<file path="config.mk">
export PLATFORM = sky130hd
export DESIGN_NAME = rpn_sequencer
export DESIGN_NICKNAME = d
export VERILOG_FILES = /design/src/rtl/rpn_sequencer.sv
export SDC_FILE = /design/constraint.sdc
export NUM_CORES = 1
export LEC_CHECK = 0
export BUFFER_PORTS_ARGS = -buffer_cell sky130_fd_sc_hd__buf_4
export CELL_PAD_IN_SITES_DETAIL_PLACEMENT = 2
export CELL_PAD_IN_SITES_GLOBAL_PLACEMENT = 2
export CORE_ASPECT_RATIO = 1.5
export CORE_MARGIN = 2
export CORE_UTILIZATION = 34
export DETAILED_ROUTE_END_ITERATION = 8
export GPL_TIMING_DRIVEN = 1
export PLACE_DENSITY = 0.82
export SLEW_MARGIN = 30
export SYNTH_ARGS = -nofsm -noshare
export SYNTH_HDL_FRONTEND = slang
export SYNTH_SLANG_ARGS = --single-unit
</file>
<file path="constraint.sdc">
create_clock -name clk -period 4.2 [get_ports clk]
set_input_delay 0.84 -clock clk [delete_from_list [all_inputs] [get_ports clk]]
set_output_delay 0.84 -clock clk [all_outputs]
set_load 0.02 [all_outputs]
</file>
<file path="src/rtl/rpn_sequencer.sv">
// rpn_sequencer: turns a stream of RPN tokens into push/op/step controls for
// the stack calculator. It tracks a shadow stack depth so that tokens which
// would overflow or underflow are rejected before they reach the calculator.
// After each step it compares that depth with the calculator's count, and it
// returns the final expression value over a valid/ready handshake.
module rpn_sequencer #(
  parameter int DEPTH = 1000,
  parameter int W     = 16,
  parameter int CW    = 10
) (
  input  logic          clk,
  input  logic          rst,
  input  logic          tok_valid,
  output logic          tok_ready,
  input  logic          tok_is_op,
  input  logic [W-1:0]  tok_data,
  input  logic [1:0]    tok_op,
  output logic          calc_step,
  output logic          calc_push,
  output logic [W-1:0]  calc_d,
  output logic [1:0]    calc_op,
  output logic          calc_clear,
  input  logic [W-1:0]  calc_out,
  input  logic [CW-1:0] calc_cnt,
  output logic          res_valid,
  input  logic          res_ready,
  output logic [W-1:0]  result,
  output logic          err,
  output logic [2:0]    err_code,
  input  logic          flush
);

  localparam logic [2:0] S_IDLE   = 3'd0;
  localparam logic [2:0] S_ISSUE  = 3'd1;
  localparam logic [2:0] S_SETTLE = 3'd2;
  localparam logic [2:0] S_DONE   = 3'd3;
  localparam logic [2:0] S_ERR    = 3'd4;

  localparam logic [1:0] OP_END = 2'd0;
  localparam logic [1:0] OP_NEG = 2'd1;

  localparam logic [2:0] E_NONE     = 3'd0;
  localparam logic [2:0] E_OVERFLOW = 3'd1;
  localparam logic [2:0] E_UNDERFLW = 3'd2;
  localparam logic [2:0] E_UNBAL    = 3'd3;
  localparam logic [2:0] E_DESYNC   = 3'd4;

  localparam logic [CW-1:0] DEPTH_MAX = CW'(DEPTH);
  localparam logic [CW-1:0] ONE       = CW'(1);
  localparam logic [CW-1:0] TWO       = CW'(2);

  logic [2:0]    state_q, state_d;
  logic [CW-1:0] depth_q, depth_d;
  logic          push_q, push_d;
  logic [W-1:0]  d_q, d_d;
  logic [1:0]    op_q, op_d;
  logic [W-1:0]  result_q, result_d;
  logic [2:0]    err_code_q, err_code_d;
  logic          clear_q, clear_d;

  logic tok_fire;
  logic latch_active;

  assign tok_fire     = tok_valid && (state_q == S_IDLE);
  assign latch_active = (state_q == S_ISSUE) || (state_q == S_SETTLE);

  // Next-state, depth bookkeeping, token latching and error capture.
  always_comb begin
    // NOTE: every variable gets a default here, so no path can infer a latch.
    state_d    = state_q;
    depth_d    = depth_q;
    push_d     = push_q;
    d_d        = d_q;
    op_d       = op_q;
    result_d   = result_q;
    err_code_d = err_code_q;
    clear_d    = 1'b0;

    case (state_q)
      S_IDLE: begin
        if (tok_fire) begin
          if (!tok_is_op) begin
            if (depth_q == DEPTH_MAX) begin
              state_d    = S_ERR;
              err_code_d = E_OVERFLOW;
            end else begin
              push_d  = 1'b1;
              d_d     = tok_data;
              state_d = S_ISSUE;
            end
          end else if (tok_op == OP_END) begin
            if (depth_q == ONE) begin
              result_d = calc_out;
              state_d  = S_DONE;
            end else begin
              state_d    = S_ERR;
              err_code_d = E_UNBAL;
            end
          end else if ((tok_op == OP_NEG && depth_q < ONE) ||
                       (tok_op != OP_NEG && depth_q < TWO)) begin
            state_d    = S_ERR;
            err_code_d = E_UNDERFLW;
          end else begin
            push_d  = 1'b0;
            op_d    = tok_op;
            state_d = S_ISSUE;
          end
        end
      end
      S_ISSUE: begin
        // The checks made at acceptance guarantee that neither update wraps.
        if (push_q)               depth_d = depth_q + ONE;
        else if (op_q != OP_NEG)  depth_d = depth_q - ONE;
        state_d = S_SETTLE;
      end
      S_SETTLE: begin
        if (calc_cnt != depth_q) begin
          state_d    = S_ERR;
          err_code_d = E_DESYNC;
        end else begin
          state_d = S_IDLE;
        end
      end
      S_DONE: begin
        if (res_ready) begin
          state_d = S_IDLE;
          depth_d = '0;
          clear_d = 1'b1;
        end
      end
      S_ERR: begin
        if (flush) begin
          state_d    = S_IDLE;
          depth_d    = '0;
          clear_d    = 1'b1;
          err_code_d = E_NONE;
        end
      end
      default: state_d = S_IDLE;
    endcase
  end

  // State registers; an asynchronous reset returns everything to IDLE at once.
  always_ff @(posedge clk or posedge rst) begin
    if (rst) begin
      state_q    <= S_IDLE;
      depth_q    <= '0;
      push_q     <= 1'b0;
      d_q        <= '0;
      op_q       <= '0;
      result_q   <= '0;
      err_code_q <= E_NONE;
      clear_q    <= 1'b0;
    end else begin
      // NOTE: non-blocking assignments keep every flop updating from pre-edge values.
      state_q    <= state_d;
      depth_q    <= depth_d;
      push_q     <= push_d;
      d_q        <= d_d;
      op_q       <= op_d;
      result_q   <= result_d;
      err_code_q <= err_code_d;
      clear_q    <= clear_d;
    end
  end

  // Output decode: the latched controls are visible only during ISSUE/SETTLE.
  always_comb begin
    tok_ready  = (state_q == S_IDLE);
    calc_step  = (state_q == S_ISSUE);
    calc_push  = latch_active && push_q;
    calc_d     = latch_active ? d_q  : '0;
    calc_op    = latch_active ? op_q : '0;
    calc_clear = clear_q;
    res_valid  = (state_q == S_DONE);
    result     = result_q;
    err        = (state_q == S_ERR);
    err_code   = err_code_q;
  end

endmodule

</file>
==> impl_metrics.py, run 1 <==
metrics = {
    "final_layout": {
        "num_antenna_cells": 0,
        "drive_above_1_share_pct": 43.2,
        "num-nets-final": 399,
        "syn_to_final_growth_pct": 30.7,
        "fin_cells": 452,
        "final_util_pct": 45.7,
        "fin_area_sq_um": 3820,
        "final.fill_count": 892,
    },
    "cts": {
        "cts_hold_buf": 0,
        "clk-insertion-delay-late_ps": 300,
        "clockRootBuffer": "clkbuf_16",
        "cts_resized": 0,
        "clock_path_buffers": 2,
        "clock_sinks": 52,
        "cts_setup_buffers": 0,
        "cts_buffers": 5,
        "h-tree-depth": 2,
        "tritoncts": "built",
        "clkTransAtPathRegs_ps": 70,
    },
    "sta": {
        "finalWorstPathRequiredPeriod_ps": 2570,
        "clock.fmax_ghz": 0.389,
        "fin_skew_ps": 6.88,
        "finalMaxSlewViolations": 0,
        "final.setup.tns_ps": 0,
        "report.final.hold_viol_count": 0,
        "relSlewSlack_pct": 39.2,
        "worstMarginPinSlew_ps": 909,
        "setup_viol": 0,
        "rsz0062_at_grt": "false",
        "setup_ws_ps": 1630,
        "finalCritPeriodShare_pct": 61.2,
    },
    "floorplanning": {
        "die_width_microns": 79.7,
        "start_util_pct": 34.9,
        "die_y_microns": 118,
        "placeableCoreArea_sq_um": 8360,
        "ios": 93,
        "die-area_sq_um": 9370,
        "rows": 41,
    },
    "placed_design": {
        "routabilityCongestion": 0.763,
        "placed_area_sq_um": 3630,
        "placed_cells": 444,
        "hpwl_microns": 6470,
        "io_buffers": 92,
        "pre_cts_ws_ps": 1400,
    },
    "global_routing": {
        "antenna_found_initial": 0,
        "gr-total-overflow": 0,
        "gr-usage-all-layers_pct": 18.7,
        "grt_pass1_vias": 2683,
        "grt_max_degree": 53,
        "grt_first_pass_wirelength_microns": 13500,
    },
    "critical_path": {
        "reg2regPathDepth": 4,
        "path_max_fanout": 19,
        "startpoint_type": "register",
        "cp-end-kind": "output port",
        "cp_data_arrival_time_ps": 1730,
        "worstSetupPathType": "reg -> out",
        "crit_required_ps": 3360,
    },
    "synthesis": {
        "synth_xor_area_share_pct": 5.40,
        "synthCells": 260,
        "yosysTopAreaCellShare_pct": 44.5,
        "synth_top_area_cell": "dfrtp_1",
        "async_flop_share_pct": 100,
        "synthMuxAreaShare_pct": 15.4,
        "syn_area_sq_um": 2920,
        "synth_nets": 314,
        "synth_top_family_by_area": "simple AND/OR/NAND/NOR gates",
        "synth_cell_type_count": 54,
        "synth-compound-area-share_pct": 7.79,
        "synthSimpleGateAreaFrac_pct": 20.0,
        "ys_warn_count": 0,
        "synth_most_common_cell": "dfrtp_1",
        "synth-main-ff-cell": "dfrtp_1",
        "synth_seq_area_share_pct": 44.5,
        "synth.area.top_cells": "dfrtp_1 45%, mux2_2 10%, and2_1 4.7%, mux2_4 4.6%, xor2_1 3.6%",
        "ys_ff_latch": 52,
        "synth_area_per_cell_sq_um": 11.2,
        "synth_edf_count": 0,
        "synthAdderAreaFrac_pct": 1.71,
        "ys_top_cells_by_count": "52 x dfrtp_1, 26 x mux2_2, 22 x and2_1",
    },
    "hold_path": {
        "hold_path.class": "reg -> reg",
        "min_path_cells": 1,
    },
    "power_and_ir_drop": {
        "ir_drop_v": 0.000366,
        "power_density_nw_per_um2": 734,
        "p_leak_nw": 1.82,
    },
    "drt": {
        "initialDrtViolationCount": 51,
        "drtPass1Iterations": 4,
        "drc": 0,
        "wl_microns": 8450,
        "detail-route-antenna-nets": 0,
        "vias": 2323,
        "via_per_inst": 5.14,
        "avgRoutedWirePerCell_microns": 18.7,
    },
    "outcome": {
        "status": "complete, no violations",
    },
    "run": {
        "drv_cap": 0,
    },
}
==> cells by family (layout without fill, tap and decap cells) <==
kind of cell,after synthesis,in the layout
and+or+nand+nor,94,94
DFF,52,52
muxes,37,37
AOI/OAI and AO/OA,33,33
buffers and inverters,22,107
xor gates and xnor gates,18,18
adders and majority gates,4,4
==> path summary, 6_finish.rpt <==
check / from / to / slack [ps]
max in group asynchronous: rst / depth_q[4] / 3120
min in group asynchronous: rst / result[8] / 650
worst max-delay path: state_q[1] / calc_push / 1630
worst min-delay path: d_q[3] / d_q[3] / 500
worst max register to register: depth_q[2] / result[14] / 1690
worst min register to register: d_q[3] / d_q[3] / 500
==> report_power, final <==
| group | total [mW] | internal (mW) | switching, mW |
|---|---|---|---|
| registers | 0.969 | 0.709 | 0.260 |
| clock network | 0.525 | 0.338 | 0.187 |
| logic | 1.31 | 0.636 | 0.670 |
| total | 2.80 | 1.68 | 1.12 |
==> sequential cells by signal, summed over array words and instances (netlist names) <==
signal,cells
op_q,2
err_code,3
calc_clear,1
result,16
push_q,1
depth_q,10
d_q,16
state_q,3
==> layout by cell type, fill, tap and decap left out, types with 2 or more instances in the layout <==
master     netlist  routed
a211oi_1         2       2
a21oi_1          4       4
a31o_2           2       2
a31oi_1          6       6
a41oi_1          2       2
and2_1          22      22
buf_4            5      93
bufinv_16        0       2
clkbuf_16        0       5
dfrtp_1         52      52
ha_1             4       4
inv_1            6       5
mux2_2          26      26
mux2_4           9       9
nand2_1         12      12
nand2b_1         2       2
nand3_1          2       2
nand3b_1         2       2
nand4_1          3       3
nor2_1          18      18
nor2b_1          8       8
nor3_1           3       3
nor4_1           3       3
nor4_4           2       2
o211ai_1         2       2
o21ai_0          5       5
o2bb2ai_1        2       2
o31ai_1          4       4
or2_2            2       2
or3_1            2       2
xnor2_1          6       6
xor2_1          12      12
==> per-layer routing <==
layer | vias to the layer above | track usage, % | wire (microns)
met3 | 11 | 4.83 | 398
met5 | - | 0 | 0
met4 | 0 | 5.93 | 157
met2 | 59 | 35.2 | 4850
li1 | 1078 | - | -
met1 | 1175 | 19.7 | 3050
==> cell type report <==
class,instances,area [sq um],area share (%)
Multi-Input combinational cell,186,1470,38.5
Sequential cell,52,1300,34.1
Timing Repair Buffer,94,703,18.4
Tap cell,107,134,3.51
Clock buffer,5,125,3.28
Clock inverter,2,60.1,1.57
Inverter,6,25.0,0.656
==> stage by stage <==
stage          hold WS (ps)  total power, mW
2_1_floorplan           472             1.81
3_3_place_gp            481             2.23
3_5_place_dp            491             2.30
4_1_cts                 506             2.84
5_1_grt                 526             2.97
6_report                503             2.80
==> worst max-delay path, stage by stage (launching register included) <==
cell and delay, ps:
dfrtp_1 640, xnor2_1 130, nor2_1 120, buf_4 220
and2_1 180, buf_4 150
No activity file was read; power rests on OpenSTA's default activity.
==> run 2: changes to the inputs <==
--- a/config.mk
+++ b/config.mk
@@ -10,10 +10,10 @@
 export CELL_PAD_IN_SITES_GLOBAL_PLACEMENT = 2
 export CORE_ASPECT_RATIO = 1.5
 export CORE_MARGIN = 2
-export CORE_UTILIZATION = 34
+export CORE_UTILIZATION = 32
 export DETAILED_ROUTE_END_ITERATION = 8
 export GPL_TIMING_DRIVEN = 1
-export PLACE_DENSITY = 0.82
+export PLACE_DENSITY = 0.77
 export SLEW_MARGIN = 30
 export SYNTH_ARGS = -nofsm -noshare
 export SYNTH_HDL_FRONTEND = slang
==> constraint.sdc (replaced) <==
create_clock -name clk -period 2.6 [get_ports clk]
set_input_delay 0.52 -clock clk [delete_from_list [all_inputs] [get_ports clk]]
set_output_delay 0.52 -clock clk [all_outputs]
set_load 0.02 [all_outputs]
==> run 2 against run 1 <==
Compared with the run above:
- first-iteration DRC count rose by 31%
- critical endpoint is now calc_d[5]
- clock-buffer cell count is the same
- utilization fell by 2.0 points
- final cell count increased by 2.4%
- largest cell class unchanged
- clock skew is 1.5 ps lower
- wire length grew 1.2%
- critical path depth is 1 lower
- via count is 1.5% higher
==> impl_metrics.py, run 2 (synthesis gave the netlist of run 1 again) <==
metrics = {
    "outcome": {
        "status": "complete, no violations",
    },
    "power_and_ir_drop": {
        "intPower_mw": 2.58,
        "power_mw": 4.40,
        "p_comb_share_pct": 51.5,
        "clkPwrFrac_pct": 15.3,
        "power_frac_seq_pct": 33.2,
        "ir_drop_v": 0.000633,
        "p_sw_mw": 1.82,
        "swShare_pct": 41.4,
        "p_leak_nw": 1.85,
        "power_density_nw_per_um2": 1140,
    },
    "floorplanning": {
        "placeableCoreArea_sq_um": 8830,
        "die_width_microns": 82.0,
        "die_y_microns": 121,
        "die-area_sq_um": 9930,
        "rows": 42,
        "start_util_pct": 33.1,
        "ios": 93,
    },
    "drt": {
        "highest_layer": "met4",
        "dr_wl_met3_microns": 329,
        "detail-route-antenna-nets": 0,
        "drtPass1Iterations": 4,
        "drc": 0,
        "avgRoutedWirePerCell_microns": 18.5,
        "wl_microns": 8560,
        "vias": 2357,
        "wl_met1_microns": 3060,
        "via_per_inst": 5.09,
        "initialDrtViolationCount": 67,
        "wl_met2_microns": 4970,
    },
    "final_layout": {
        "fin_area_sq_um": 3850,
        "syn_to_final_growth_pct": 31.9,
        "drive_above_1_share_pct": 44.8,
        "final_cell_mix": "101 x buf_4, 52 x dfrtp_1, 26 x mux2_2",
        "num-nets-final": 407,
        "num_antenna_cells": 0,
        "layout_commonest_cell": "buf_4",
        "final_util_pct": 43.6,
    },
    "critical_path": {
        "worstPathCellList": "xnor2_1 > nor2_2 > and2_1 > buf_4",
        "worstSetupPathType": "reg -> out",
        "r2r-start": "depth_q[5]",
        "cp-end-kind": "output port",
        "r2r_end": "err_code[1]",
        "path_max_fanout": 19,
        "worst-path-buf-inv": 1,
        "slowest_stage": "nor2_2",
        "crit_required_ps": 2080,
        "path_delay_family": "simple AND/OR/NAND/NOR gates",
        "reg2regPathDepth": 5,
        "cp_data_arrival_time_ps": 1710,
        "startpoint_type": "register",
        "rrSetupSlack_ps": 470,
        "cp_slowest_stage_delay_ps": 490,
    },
    "sta": {
        "finalWorstPathRequiredPeriod_ps": 2230,
        "worstMarginPinSlew_ps": 624,
        "setup_viol": 0,
        "hold_ws_ps": 297,
        "report.final.hold_viol_count": 0,
        "finalCritPeriodShare_pct": 85.8,
        "finalMaxSlewViolations": 0,
        "clock.fmax_ghz": 0.448,
        "final.setup.tns_ps": 0,
        "rsz0062_at_grt": "false",
        "relSlewSlack_pct": 58.3,
        "fin_skew_ps": 5.42,
    },
    "global_routing": {
        "gr-total-overflow": 0,
        "grt_first_pass_wirelength_microns": 13700,
        "gr-usage-all-layers_pct": 18.6,
        "grt_max_degree": 29,
        "grt_pass1_vias": 2663,
        "antenna_found_initial": 0,
    },
    "cts": {
        "cts_buffers": 5,
        "cts_resized": 0,
        "clkTransAtPathRegs_ps": 70,
        "clock_sinks": 52,
        "cts_setup_buffers": 0,
        "tritoncts": "built",
        "clock_path_buffers": 2,
        "cts_hold_buf": 0,
        "h-tree-depth": 2,
        "clk-insertion-delay-late_ps": 300,
        "clockRootBuffer": "clkbuf_16",
    },
    "placed_design": {
        "hpwl_microns": 6620,
        "placed_area_sq_um": 3710,
        "routabilityCongestion": 0.756,
        "io_buffers": 92,
    },
    "run": {
        "drv_cap": 0,
    },
    "hold_path": {
        "hold_path.class": "in -> async",
    },
}
-- run 2: changes by cell type in the layout (fill, tap and decap cells not counted), sizes merged --
cell / delta
inv: +1
bufinv: -2
buf: +8
clkinvlp: +1
-- run 2: worst max-delay path by stage --
stage | cells after the start | to | from | slack (ps)
finish | 4 | calc_d[5] | state_q[1] | 370
global route | 4 | calc_d[6] | state_q[1] | 200
CTS | 4 | calc_d[13] | state_q[1] | 50
detailed placement | 6 | err_code[1] | calc_cnt[5] | 360
global placement | 6 | err_code[1] | calc_cnt[5] | 390
floorplan | 6 | d_q[0] | state_q[2] | 370
-- run 2: per-stage QoR --
stage,setup WS [ps],std cells
after global placement,387,456
after detailed placement,360,456
final,368,463
after global routing,199,463
after floorplan,368,260
after CTS,46.7,463
-- run 2: power groups by stage --
| stage | sequential, mW | clock (mW) | combinational [mW] |
|---|---|---|---|
| floorplan | 1.45 | 0 | 1.48 |
| global placement | 1.46 | 0 | 2.21 |
| detailed placement | 1.48 | 0 | 2.29 |
| CTS | 1.47 | 0.696 | 2.31 |
| global route | 1.52 | 0.717 | 2.48 |
| finish | 1.46 | 0.672 | 2.27 |
-- run 2: worst reg2reg max path, stage by stage, from the launching register on --
cell and delay, ps:
dfrtp_1 500, xor2_1 210, nor4_1 340, nand3_1 230, o211ai_1 350, mux2_2 380
-- run 2: metal layers --
| layer | vias up | GRT usage [%] |
|---|---|---|
| met5 | - | 0 |
| met4 | 0 | 6.77 |
| met3 | 13 | 3.79 |
| met2 | 60 | 35.2 |
| met1 | 1188 | 19.5 |
| li1 | 1096 | - |
-- run 2: area by class of cell --
| class | instances | area, sq um |
|---|---|---|
| Clock inverter | 2 | 16.3 |
| Tap cell | 110 | 138 |
| Clock buffer | 5 | 125 |
| Fill cell | 948 | 4980 |
| Multi-Input combinational cell | 186 | 1470 |
| Sequential cell | 52 | 1300 |
| Timing Repair Buffer | 102 | 778 |
| Inverter | 6 | 22.5 |
==> run 3: changes to the inputs <==
--- a/config.mk
+++ b/config.mk
@@ -11,9 +11,11 @@
 export CORE_ASPECT_RATIO = 1.5
 export CORE_MARGIN = 2
 export CORE_UTILIZATION = 32
+export CTS_BUF_LIST = sky130_fd_sc_hd__clkbuf_16
 export DETAILED_ROUTE_END_ITERATION = 8
 export GPL_TIMING_DRIVEN = 1
 export PLACE_DENSITY = 0.77
+export REMOVE_ABC_BUFFERS = 1
 export SLEW_MARGIN = 30
 export SYNTH_ARGS = -nofsm -noshare
 export SYNTH_HDL_FRONTEND = slang
==> run 3 against run 2 <==
Compared with the run above:
- combinational power about the same
- sequential share of layout area up 0.077 points
- non-clock buffer count unchanged
- highest routed layer unchanged
- wire length up 1.4%
- critical path depth down 1
- utilization down 0.099 points
- global-route usage down 0.22 points
- critical endpoint is now calc_d[9]
- sequential power about the same
- maximum frequency down 0.18%
- critical path type unchanged
- first-iteration DRC count down 13%
- clock power down 1%
==> impl_metrics.py, run 3 (synthesis gave the netlist of run 1 again) <==
metrics = {
    "critical_path": {
        "cp-end-kind": "output port",
        "worstPathCellList": "nor2_2 > and2_1 > buf_4",
        "worstSetupPathType": "reg -> out",
        "r2r_end": "result[13]",
        "startpoint_type": "register",
        "cp_data_arrival_time_ps": 1720,
        "reg2regPathDepth": 5,
        "r2r-start": "state_q[2]",
        "path_max_fanout": 19,
        "slowest_stage": "dfrtp_1",
        "crit_required_ps": 2080,
        "cp_slowest_stage_delay_ps": 530,
        "path_delay_family": "simple AND/OR/NAND/NOR gates",
        "rrSetupSlack_ps": 470,
        "worst-path-buf-inv": 1,
    },
    "sta": {
        "final.setup.tns_ps": 0,
        "rsz0062_at_grt": "false",
        "worstMarginPinSlew_ps": 701,
        "fin_skew_ps": 4.71,
        "finalMaxSlewViolations": 0,
        "clock.fmax_ghz": 0.447,
        "finalCritPeriodShare_pct": 86.0,
        "relSlewSlack_pct": 53.3,
        "setup_viol": 0,
        "report.final.hold_viol_count": 0,
        "finalWorstPathRequiredPeriod_ps": 2240,
    },
    "cts": {
        "clockRootBuffer": "clkbuf_16",
        "clkTransAtPathRegs_ps": 70,
        "h-tree-depth": 2,
        "cts_setup_buffers": 0,
        "cts_buffers": 5,
        "clock_path_buffers": 2,
        "tritoncts": "built",
        "clock_sinks": 52,
        "cts_hold_buf": 0,
        "clk-insertion-delay-late_ps": 290,
        "cts_resized": 0,
    },
    "final_layout": {
        "num-nets-final": 407,
        "final_cell_mix": "102 x buf_4, 52 x dfrtp_1, 26 x mux2_2",
        "num_antenna_cells": 0,
        "drive_above_1_share_pct": 44.6,
        "fin_area_sq_um": 3840,
        "syn_to_final_growth_pct": 31.6,
        "final.fill_count": 985,
        "layout_commonest_cell": "buf_4",
    },
    "global_routing": {
        "gr-usage-all-layers_pct": 18.4,
        "grt_pass1_vias": 2666,
        "antenna_found_initial": 0,
        "gr-total-overflow": 0,
        "grt_max_degree": 53,
        "grt_first_pass_wirelength_microns": 13900,
    },
    "drt": {
        "via_per_inst": 5.10,
        "drc": 0,
        "avgRoutedWirePerCell_microns": 18.7,
        "initialDrtViolationCount": 58,
        "wl_microns": 8680,
        "drtPass1Iterations": 4,
        "detail-route-antenna-nets": 0,
        "vias": 2366,
    },
    "placed_design": {
        "placed_area_sq_um": 3700,
        "routabilityCongestion": 0.737,
        "io_buffers": 92,
        "hpwl_microns": 6550,
    },
    "power_and_ir_drop": {
        "power_density_nw_per_um2": 1140,
        "intPower_mw": 2.58,
        "ir_drop_v": 0.000424,
        "clkPwrFrac_pct": 15.2,
        "swShare_pct": 41.2,
        "p_leak_nw": 1.85,
        "p_comb_share_pct": 51.1,
        "p_sw_mw": 1.81,
        "power_frac_seq_pct": 33.8,
    },
    "floorplanning": {
        "ios": 93,
        "die_width_microns": 82.0,
        "placeableCoreArea_sq_um": 8830,
        "rows": 42,
        "start_util_pct": 33.1,
        "die-area_sq_um": 9930,
        "die_y_microns": 121,
    },
    "run": {
        "drv_cap": 0,
    },
    "outcome": {
        "status": "complete, no violations",
    },
    "hold_path": {
        "hold_path.class": "in -> async",
    },
}
## run 3: cell count changes in the layout (fill, tap and decap cells not counted)
cell      previous run  this run
inv_1                5         6
buf_4              101       102
buf_12               1         0
inv_6                1         0
clkinv_4             0         1
## run 3: worst max-delay path by stage
stage / startpoint / to / slack [ps] / cells past startpoint
2_1_floorplan: state_q[1] / d_q[0] / 320 / 3
3_3_place_gp: depth_q[2] / result[15] / 500 / 5
3_5_place_dp: state_q[2] / calc_d[2] / 370 / 3
4_1_cts: state_q[2] / calc_d[2] / 60 / 3
5_1_grt: state_q[2] / calc_d[4] / 230 / 3
6_report: state_q[2] / calc_d[9] / 360 / 3
## run 3: power groups by stage
stage | combinational, mW | sequential [mW] | clock, mW
after detailed placement | 2.26 | 1.50 | 0
after floorplan | 1.24 | 1.57 | 0
final | 2.24 | 1.48 | 0.665
after global routing | 2.45 | 1.54 | 0.722
after global placement | 2.19 | 1.47 | 0
after CTS | 2.28 | 1.49 | 0.695
## run 3: area by class of cell
| type | count | area [sq um] | share of cell area, % |
|---|---|---|---|
| flip-flops and latches | 52 | 1300 | 33.9 |
| well taps | 110 | 138 | 3.58 |
| repair buffers | 102 | 766 | 19.9 |
| clock buffers | 5 | 125 | 3.26 |
| inverters | 6 | 22.5 | 0.586 |
| multi-input cells | 186 | 1470 | 38.3 |
| clock inverters | 3 | 20.0 | 0.521 |
## run 3: through the flow
stage / std cells / power (mW) / hold slack (ps) / worst slack [ps] / utilization (%)
2_1_floorplan: 244 / 2.82 / 472 / 323 / -
3_3_place_gp: 456 / 3.66 / 480 / 496 / 41.9
3_5_place_dp: 456 / 3.75 / 491 / 372 / 41.9
4_1_cts: 464 / 4.46 / 443 / 64.7 / 43.5
5_1_grt: 464 / 4.72 / 448 / 225 / 43.5
6_report: 464 / 4.39 / 418 / 364 / 43.5
## run 3: worst min-delay path: cells and delay by family
family / cells / cell delay, ps
buf+inv: 3 / 690
## run 3: per-layer routing
layer	track usage [%]	up-vias	wire length, microns
met5	0	-	0
met1	20.1	1220	3200
met3	2.38	10	205
met4	5.73	0	174
li1	-	1096	-
met2	35.3	40	5100
